===== src/rtl/factor_pkg.sv =====
// Shared encodings for the factor game: external game-state codes, the
// answer judge's internal states and a small digit helper.
package factor_pkg;

    typedef enum logic [3:0] {
        GS_READY = 4'b0010,
        GS_QUE   = 4'b0011,
        GS_INPUT = 4'b0100,
        GS_WRONG = 4'b0111,
        GS_GOOD  = 4'b1000,
        GS_LOSE  = 4'b1011
    } game_state_e;

    typedef enum logic [1:0] {
        JS_IDLE = 2'd0,
        JS_MUL1 = 2'd1,
        JS_MUL2 = 2'd2,
        JS_CMP  = 2'd3
    } judge_state_e;

    localparam logic [1:0] MISS_MAX = 2'd3;

    // Only single-digit primes are legal factor answers.
    function automatic logic is_prime_digit(input logic [3:0] d);
        return (d == 4'd2) || (d == 4'd3) || (d == 4'd5) || (d == 4'd7);
    endfunction

endpackage


===== src/rtl/bcd3_to_bin.sv =====
// Combinational three-digit BCD to binary converter with a flag that is low
// when any digit lies outside 0..9.
module bcd3_to_bin (
    input  logic [11:0] bcd,
    output logic [9:0]  bin,
    output logic        digits_ok
);

    logic [9:0] hundreds;
    logic [9:0] tens;
    logic [9:0] ones;

    // Out-of-range digits may wrap the 10-bit sum; digits_ok flags that case.
    always_comb begin
        hundreds  = {6'd0, bcd[11:8]};
        tens      = {6'd0, bcd[7:4]};
        ones      = {6'd0, bcd[3:0]};
        digits_ok = (bcd[11:8] <= 4'd9) && (bcd[7:4] <= 4'd9) && (bcd[3:0] <= 4'd9);
        bin       = hundreds * 10'd100 + tens * 10'd10 + ones;
    end

endmodule


===== src/rtl/answer_judge.sv =====
// Judges whether three prime BCD digits multiply to the three-digit BCD target,
// with a fixed four-edge latency, a saturating miss counter and a lose flag.
module answer_judge (
    input  logic        CLK,
    input  logic        RST,
    input  logic [3:0]  STATE,
    input  logic [23:0] QUESTION,
    input  logic [3:0]  ANS1,
    input  logic [3:0]  ANS2,
    input  logic [3:0]  ANS3,
    input  logic        DEC,
    output logic        BUSY,
    output logic        JUDGE_VALID,
    output logic        JUDGE_OK,
    output logic [1:0]  MISS_CNT,
    output logic        LOSE_FLAG
);

    import factor_pkg::*;

    judge_state_e state_q, state_d;

    logic [3:0]  a1_q, a1_d;
    logic [3:0]  a2_q, a2_d;
    logic [3:0]  a3_q, a3_d;
    logic [11:0] tgt_q, tgt_d;
    logic [6:0]  p1_q, p1_d;
    logic [9:0]  p_q, p_d;
    logic [9:0]  t_q, t_d;
    logic        tgt_ok_q, tgt_ok_d;
    logic        done_q, done_d;
    logic        verdict_q, verdict_d;
    logic        armed_q, armed_d;
    logic        judge_valid_q, judge_valid_d;
    logic        judge_ok_q, judge_ok_d;
    logic [1:0]  miss_q, miss_d;

    logic        in_input;
    logic        is_ready;
    logic [9:0]  conv_bin;
    logic        conv_ok;
    logic        unused_question_lsbs;

    assign in_input             = (STATE == GS_INPUT);
    assign is_ready             = (STATE == GS_READY);
    assign unused_question_lsbs = ^QUESTION[11:0];

    bcd3_to_bin u_bcd3_to_bin (
        .bcd       (tgt_q),
        .bin       (conv_bin),
        .digits_ok (conv_ok)
    );

    always_ff @(posedge CLK or negedge RST) begin
        if (!RST) begin
            state_q       <= JS_IDLE;
            a1_q          <= '0;
            a2_q          <= '0;
            a3_q          <= '0;
            tgt_q         <= '0;
            p1_q          <= '0;
            p_q           <= '0;
            t_q           <= '0;
            tgt_ok_q      <= 1'b0;
            done_q        <= 1'b0;
            verdict_q     <= 1'b0;
            armed_q       <= 1'b1;
            judge_valid_q <= 1'b0;
            judge_ok_q    <= 1'b0;
            miss_q        <= '0;
        end else begin
            state_q       <= state_d;
            a1_q          <= a1_d;
            a2_q          <= a2_d;
            a3_q          <= a3_d;
            tgt_q         <= tgt_d;
            p1_q          <= p1_d;
            p_q           <= p_d;
            t_q           <= t_d;
            tgt_ok_q      <= tgt_ok_d;
            done_q        <= done_d;
            verdict_q     <= verdict_d;
            armed_q       <= armed_d;
            judge_valid_q <= judge_valid_d;
            judge_ok_q    <= judge_ok_d;
            miss_q        <= miss_d;
        end
    end

    // armed_q requires DEC to be seen low once before another start, so a held
    // DEC level counts as a single request.
    always_comb begin
        state_d       = state_q;
        a1_d          = a1_q;
        a2_d          = a2_q;
        a3_d          = a3_q;
        tgt_d         = tgt_q;
        p1_d          = p1_q;
        p_d           = p_q;
        t_d           = t_q;
        tgt_ok_d      = tgt_ok_q;
        done_d        = 1'b0;
        verdict_d     = verdict_q;
        armed_d       = armed_q;
        judge_valid_d = 1'b0;
        judge_ok_d    = judge_ok_q;
        miss_d        = miss_q;

        if (!DEC) begin
            armed_d = 1'b1;
        end

        case (state_q)
            JS_IDLE: begin
                if (in_input && DEC && armed_q) begin
                    state_d = JS_MUL1;
                    a1_d    = ANS1;
                    a2_d    = ANS2;
                    a3_d    = ANS3;
                    tgt_d   = QUESTION[23:12];
                    armed_d = 1'b0;
                end
            end
            JS_MUL1: begin
                p1_d    = {3'd0, a1_q} * {3'd0, a2_q};
                state_d = in_input ? JS_MUL2 : JS_IDLE;
            end
            JS_MUL2: begin
                p_d      = {3'd0, p1_q} * {6'd0, a3_q};
                t_d      = conv_bin;
                tgt_ok_d = conv_ok;
                state_d  = in_input ? JS_CMP : JS_IDLE;
            end
            JS_CMP: begin
                state_d = JS_IDLE;
                if (in_input) begin
                    done_d    = 1'b1;
                    verdict_d = (p_q == t_q) && tgt_ok_q &&
                                is_prime_digit(a1_q) && is_prime_digit(a2_q) &&
                                is_prime_digit(a3_q);
                end
            end
            default: begin
                state_d = JS_IDLE;
            end
        endcase

        // The verdict is published one edge after CMP; a READY on that edge
        // still lets the pulse through but overrides the miss count.
        if (done_q) begin
            judge_valid_d = 1'b1;
            judge_ok_d    = verdict_q;
            if (!verdict_q && (miss_q != MISS_MAX)) begin
                miss_d = miss_q + 2'd1;
            end
        end

        if (is_ready) begin
            miss_d = '0;
        end
    end

    assign BUSY        = (state_q != JS_IDLE);
    assign JUDGE_VALID = judge_valid_q;
    assign JUDGE_OK    = judge_ok_q;
    assign MISS_CNT    = miss_q;
    assign LOSE_FLAG   = (miss_q == MISS_MAX);

endmodule


===== config.mk =====
export PLATFORM = sky130hd
export DESIGN_NAME = answer_judge
export DESIGN_NICKNAME = d
export VERILOG_FILES = /design/src/rtl/factor_pkg.sv /design/src/rtl/bcd3_to_bin.sv /design/src/rtl/answer_judge.sv
export SDC_FILE = /design/constraint.sdc
export NUM_CORES = 1
export LEC_CHECK = 0
export CORE_MARGIN = 10
export CORE_UTILIZATION = 55
export DETAILED_ROUTE_END_ITERATION = 8
export PLACE_DENSITY = 0.75
export SKIP_CTS_REPAIR_TIMING = 1
export SLEW_MARGIN = 20
export SYNTH_ARGS = -nofsm -noshare
export SYNTH_HDL_FRONTEND = slang
export SYNTH_SLANG_ARGS = --single-unit

===== constraint.sdc =====
create_clock -name CLK -period 5 [get_ports CLK]
set_input_delay 0.5 -clock CLK [delete_from_list [all_inputs] [get_ports CLK]]
set_output_delay 0.5 -clock CLK [all_outputs]
set_load 0.005 [all_outputs]

Word level (Yosys, flattened, before mapping)
Cells that the tools add are included.
{ "word_totals": {"ff_bits": 61, "in_bits": 43, "elab_cells": 85} }
{ "op_classes": {"addsub": 3, "mul": 4, "n_lt_le_gt_ge": 3, "n_eq_ne": 21, "n_mux": 13, "n_reduce_logical": 26} }
{ "op_table": {"columns": ["operator", "count"], "rows": [
  ["$eq A4 B2 Y1 const B", 7],
  ["$eq A4 B3 Y1 const B", 7],
  ["$le A4 B4 Y1 const B", 3],
  ["$mux W2", 6],
  ["$add A10 B4 Y10", 1],
  ["$add A10 B8 Y10", 1],
  ["$eq A10 B10 Y1", 1],
  ["$mul A7 B4 Y10", 1],
  ["$logic_and A1 B1 Y1", 9],
  ["$logic_or A1 B1 Y1", 9],
  ["$mul A4 B5 Y8 const B", 1],
  ["$pmux W2 S4", 1],
  ["$mul A4 B3 Y7 const B", 1],
  ["$mul A4 B4 Y7", 1],
  ["$eq A2 B2 Y1 const B", 3],
  ["$mux W1", 6],
  ["$reduce_and A2 Y1", 3],
  ["$reduce_bool A2 Y1", 3],
  ["$ne A2 B2 Y1 const B", 2],
  ["$add A2 B1 Y2 const B", 1],
  ["$eq A2 B1 Y1 const B", 1],
  ["$logic_not A2 Y1", 1],
  ["$logic_not A1 Y1", 1]
]} }

Logic depth before layout (Yosys ltp)
{ "logic_depth": {"depth_word": 7, "ltp_mapped": 12} }

Cells and area by module
Synthesis repeated with hierarchy kept, for this count alone.
{ "unflattened": {"cells_unflattened": 401, "area_unflattened_um2": 4322.9} }
{ "modules_own_cells": {"columns": ["mod", "instances", "cells_per_inst", "area_per_inst_um2", "seq_area_each_um2"], "rows": [
  ["answer_judge", 1, 316, 3585.9, 1527.7],
  ["bcd3_to_bin", 1, 85, 737.0, 0.0]
]} }

Worst setup path before layout
Ideal clock, no wire load.
{ "synth_path": {"path_kind": "register -> register", "start": "register a3_q[2]", "end": "register p_q[8]", "setup_ps": 69, "arrival_time_ps": 3057, "setup_slack_ps": 1873, "path_stages_with_launch": 13, "n_path_buf": 1, "period_less_slack_ps": 3127, "cell_sequence": "dfrtp_1 -> clkbuf_1 -> and2_1 -> fa_1 -> inv_1 -> fa_1 -> inv_1 -> ha_1 -> nor2b_1 -> o21ai_0 -> a21boi_0 -> or4_1 -> nand3_1"} }
{ "synth_between": {"elab_chain_cells": 1} }
{ "synth_rtl": {"columns": ["element", "line_no", "rtl"], "rows": [
  ["from (decl)", "answer_judge.sv:25", "logic [3:0] a3_q, a3_d;"],
  ["from (signal assigned)", "answer_judge.sv:59", "a3_q <= '0;"],
  ["from (signal assigned)", "answer_judge.sv:75", "a3_q <= a3_d;"],
  ["$mul A7 B4 Y10", "answer_judge.sv:129", "p_d = {3'd0, p1_q} * {6'd0, a3_q};"],
  ["to (signal assigned)", "answer_judge.sv:78", "p_q <= p_d;"],
  ["to (decl)", "answer_judge.sv:28", "logic [9:0] p_q, p_d;"]
]} }
Every way passes these cells.
A chain may end at the register's enable or synchronous reset.

Worst setup path in the final report
{ "layout_path": {"start": "register a3_q[3]", "end": "register p_q[8]"} }
The elaborated chain is that of the path after synthesis.

==> impl_metrics.toml <==
[clock_tree]
insertion_delay_ns = 0.35
cts_tree = "done"
clk_pin_slew_worst_paths_ns = 0.07
clockBufferDepth = 2
h-tree-depth = 3
cts-root-buf = "clkbuf_8"
cts.sinks = 61
cts_inserted_buffers = 9

[route]
firstDrtPassIters = 4
wl_per_cell_um = 14.6
drt_first_iter_violations = 107
drc = 0
drt_wl_total_um = 8300
detail-route-antenna-nets = 0
route.vias.total = 2972
vias_per_cell = 5.24

[run_status]
status = "complete, no violations"

[cells_and_area]
final_nets = 572
drive_gt1_share_pct = 11.6
ff_latch_area_sq_um = 1530
finalNonFillerCells = 567
multiInputGateArea_sq_um = 2580
area_growth_pct = 15.1
nFillCells = 628
design_area_sq_um = 4980
final_common_cell = "dfrtp_1"
antenna_cells = 0
final_cell_mix = "dfrtp_1, ha_1, nand2_1"

[timing]
setup_ws_ns = 1.62
fin_crit_sh_pct = 67.7
slew_viol_final = 0
relSlewSlack_pct = 48.6
worstMarginPinSlew_ns = 0.771
period_needed_ns = 3.38
finalSetupViolations = 0
finalHoldViolCount = 0
tns_ns = 0
max_clock_freq_mhz = 296
rsz0062_at_grt = "false"
skew_ns = 0.0131

[global_routing]
grt_overflow = 0
first_global_vias = 3075
grt_pass1_wl_um = 14500
grt_max_degree = 62
antenna_found_initial = 0
grtUsageTotal_pct = 15.1

[floorplan]
chipWidth_um = 109
die_y_um = 109
coreArea_sq_um = 7690
num_rows = 32
die-area_sq_um = 11800
initial_core_util_pct = 56.2
pin_count = 49

[setup_path]
r2r_slack_ns = 1.62
worst_ep_arrival_time_ns = 3.66
crit_fanout = 9
critPathKind = "register to register"
cp-end-kind = "register"
startpoint_type = "register"
cp.required_ns = 5.28

[logic_synthesis]
synthAdderAreaFrac_pct = 23.3
synth_cells = 421
synth_cell_type_count = 42
synth_compound_area_share_pct = 7.79
yosys-mux-area-fraction_pct = 7.96
synth_xor_xnor_area_share_pct = 5.67
synth.avg_cell_area_sq_um = 10.3
netlist_area_sq_um = 4320
synth_flop_cell = "dfrtp_1"
synth-edff-count = 0
synthArstFlopShare_pct = 100
synth_seq_area_share_pct = 35.4
yosysWarnings = 0
synth_top_family_by_area = "adder cells"
synth_nets = 533
yosys.area_share.simple_pct = 15.1
ys_ff_latch = 61

[place]
portBuffers = 36
place_area_sq_um = 4760
hpwl_um = 6380
place.gp.congestion = 0.785
place_ws_ns = 1.62
place_inst = 550

[power_and_ir_drop]
p_sw_mw = 0.788
vdd_ir_drop_max_v = 0.000211
p_leak_nw = 2.45
p_clk_share_pct = 21.8
powerDensity_nw_per_um2 = 409
combPwrFrac_pct = 44.7
power_switching_share_pct = 38.7
seqPwrFrac_pct = 33.5
p_int_mw = 1.25

[job]
maxCapViolCount = 0

[worst_hold_path]
holdCritPathClass = "input port to asynchronous set/reset pin"
## area by class of cell
| class | count | area share, % |
|---|---|---|
| clock inverters | 7 | 1.51 |
| inverters | 41 | 3.09 |
| repair buffers | 39 | 7.74 |
| multi-input cells | 308 | 51.9 |
| well taps | 102 | 2.56 |
| clock buffers | 9 | 2.49 |
| flip-flops and latches | 61 | 30.7 |
## registers in the layout, summed over array words and instances (netlist names), 4 cells and up
register	count
tgt_q	12
p_q	10
t_q	10
p1_q	7
a1_q	4
a2_q	4
a3_q	4
## through the flow
step	utilization [%]	hold slack (ns)	power, mW
after CTS	64.5	0.338	2.06
final	64.7	0.305	2.04
after detailed placement	61.9	0.398	1.59
after global placement	61.9	0.391	1.55
after floorplan	-	0.204	1.36
after global routing	64.7	0.382	2.23
## path summary, 6_finish.rpt
check	start	to	cells after the start
setup reg to reg	a3_q[3]	p_q[8]	11
setup / recovery	a3_q[3]	p_q[8]	11
hold / removal	RST	MISS_CNT[1]	2
min in group CLK	done_q	JUDGE_VALID	0
max in group asynchronous	RST	t_q[5]	2
hold reg to reg	done_q	JUDGE_VALID	0
## layer usage
metal / GRT usage (%) / wire length [um] / vias to the layer above
li1: - / - / 1489
met3: 3.42 / 244 / 8
met1: 19.4 / 3940 / 1440
met4: 4.80 / 83 / 0
met2: 24.7 / 4040 / 35
met5: 0 / 0 / -
## synthesized netlist by cell type (2+ instances only)
cell,count,share of area [%]
mux2i_1,4,0.93
o31ai_1,4,0.69
fa_1,19,8.8
clkbuf_1,8,0.69
xor2_1,17,3.4
a21o_1,3,0.52
nor2_1,8,0.69
nor3b_1,4,0.69
and2_1,29,4.2
inv_1,41,3.6
a21oi_1,8,0.93
nor4_1,4,0.58
ha_1,50,14
nor3_1,5,0.58
dfrtp_1,60,35
o21a_1,3,0.52
and3_1,2,0.29
nand2_1,49,4.3
nor2b_1,6,0.87
a21boi_0,2,0.35
buf_6,2,0.52
nand2b_1,5,0.72
xnor2_1,11,2.2
mux2_2,27,7.0
o21ai_0,30,3.5
nand3_1,4,0.46
## power by group through the flow
stage                     combinational [mW]  sequential [mW]  clock [mW]
after floorplan                        0.717            0.646           0
after global placement                 0.870            0.685           0
after detailed placement               0.901            0.692           0
after CTS                              0.922            0.683       0.453
after global routing                    1.06            0.698       0.475
final                                  0.909            0.682       0.444
## critical path, cell delays in order (launching register included)
cell and delay [ns]:
dfrtp_1 0.48, and2_1 0.22, fa_1 0.54, inv_1 0.06, fa_1 0.53, inv_1 0.04, ha_1 0.33, nor2b_1 0.14
o21ai_0 0.20, a21boi_0 0.17, or4_1 0.50, nand3_1 0.10
## logic make-up (layout without fill, tap and decap cells)
logic type,Yosys count,count (layout)
flops,61,61
xor+xnor,28,28
fa+ha+maj,69,69
compound gates,56,56
mux,31,31
buf+inv,52,96
simple gates,124,124
(Power assumes the default switching activity.)
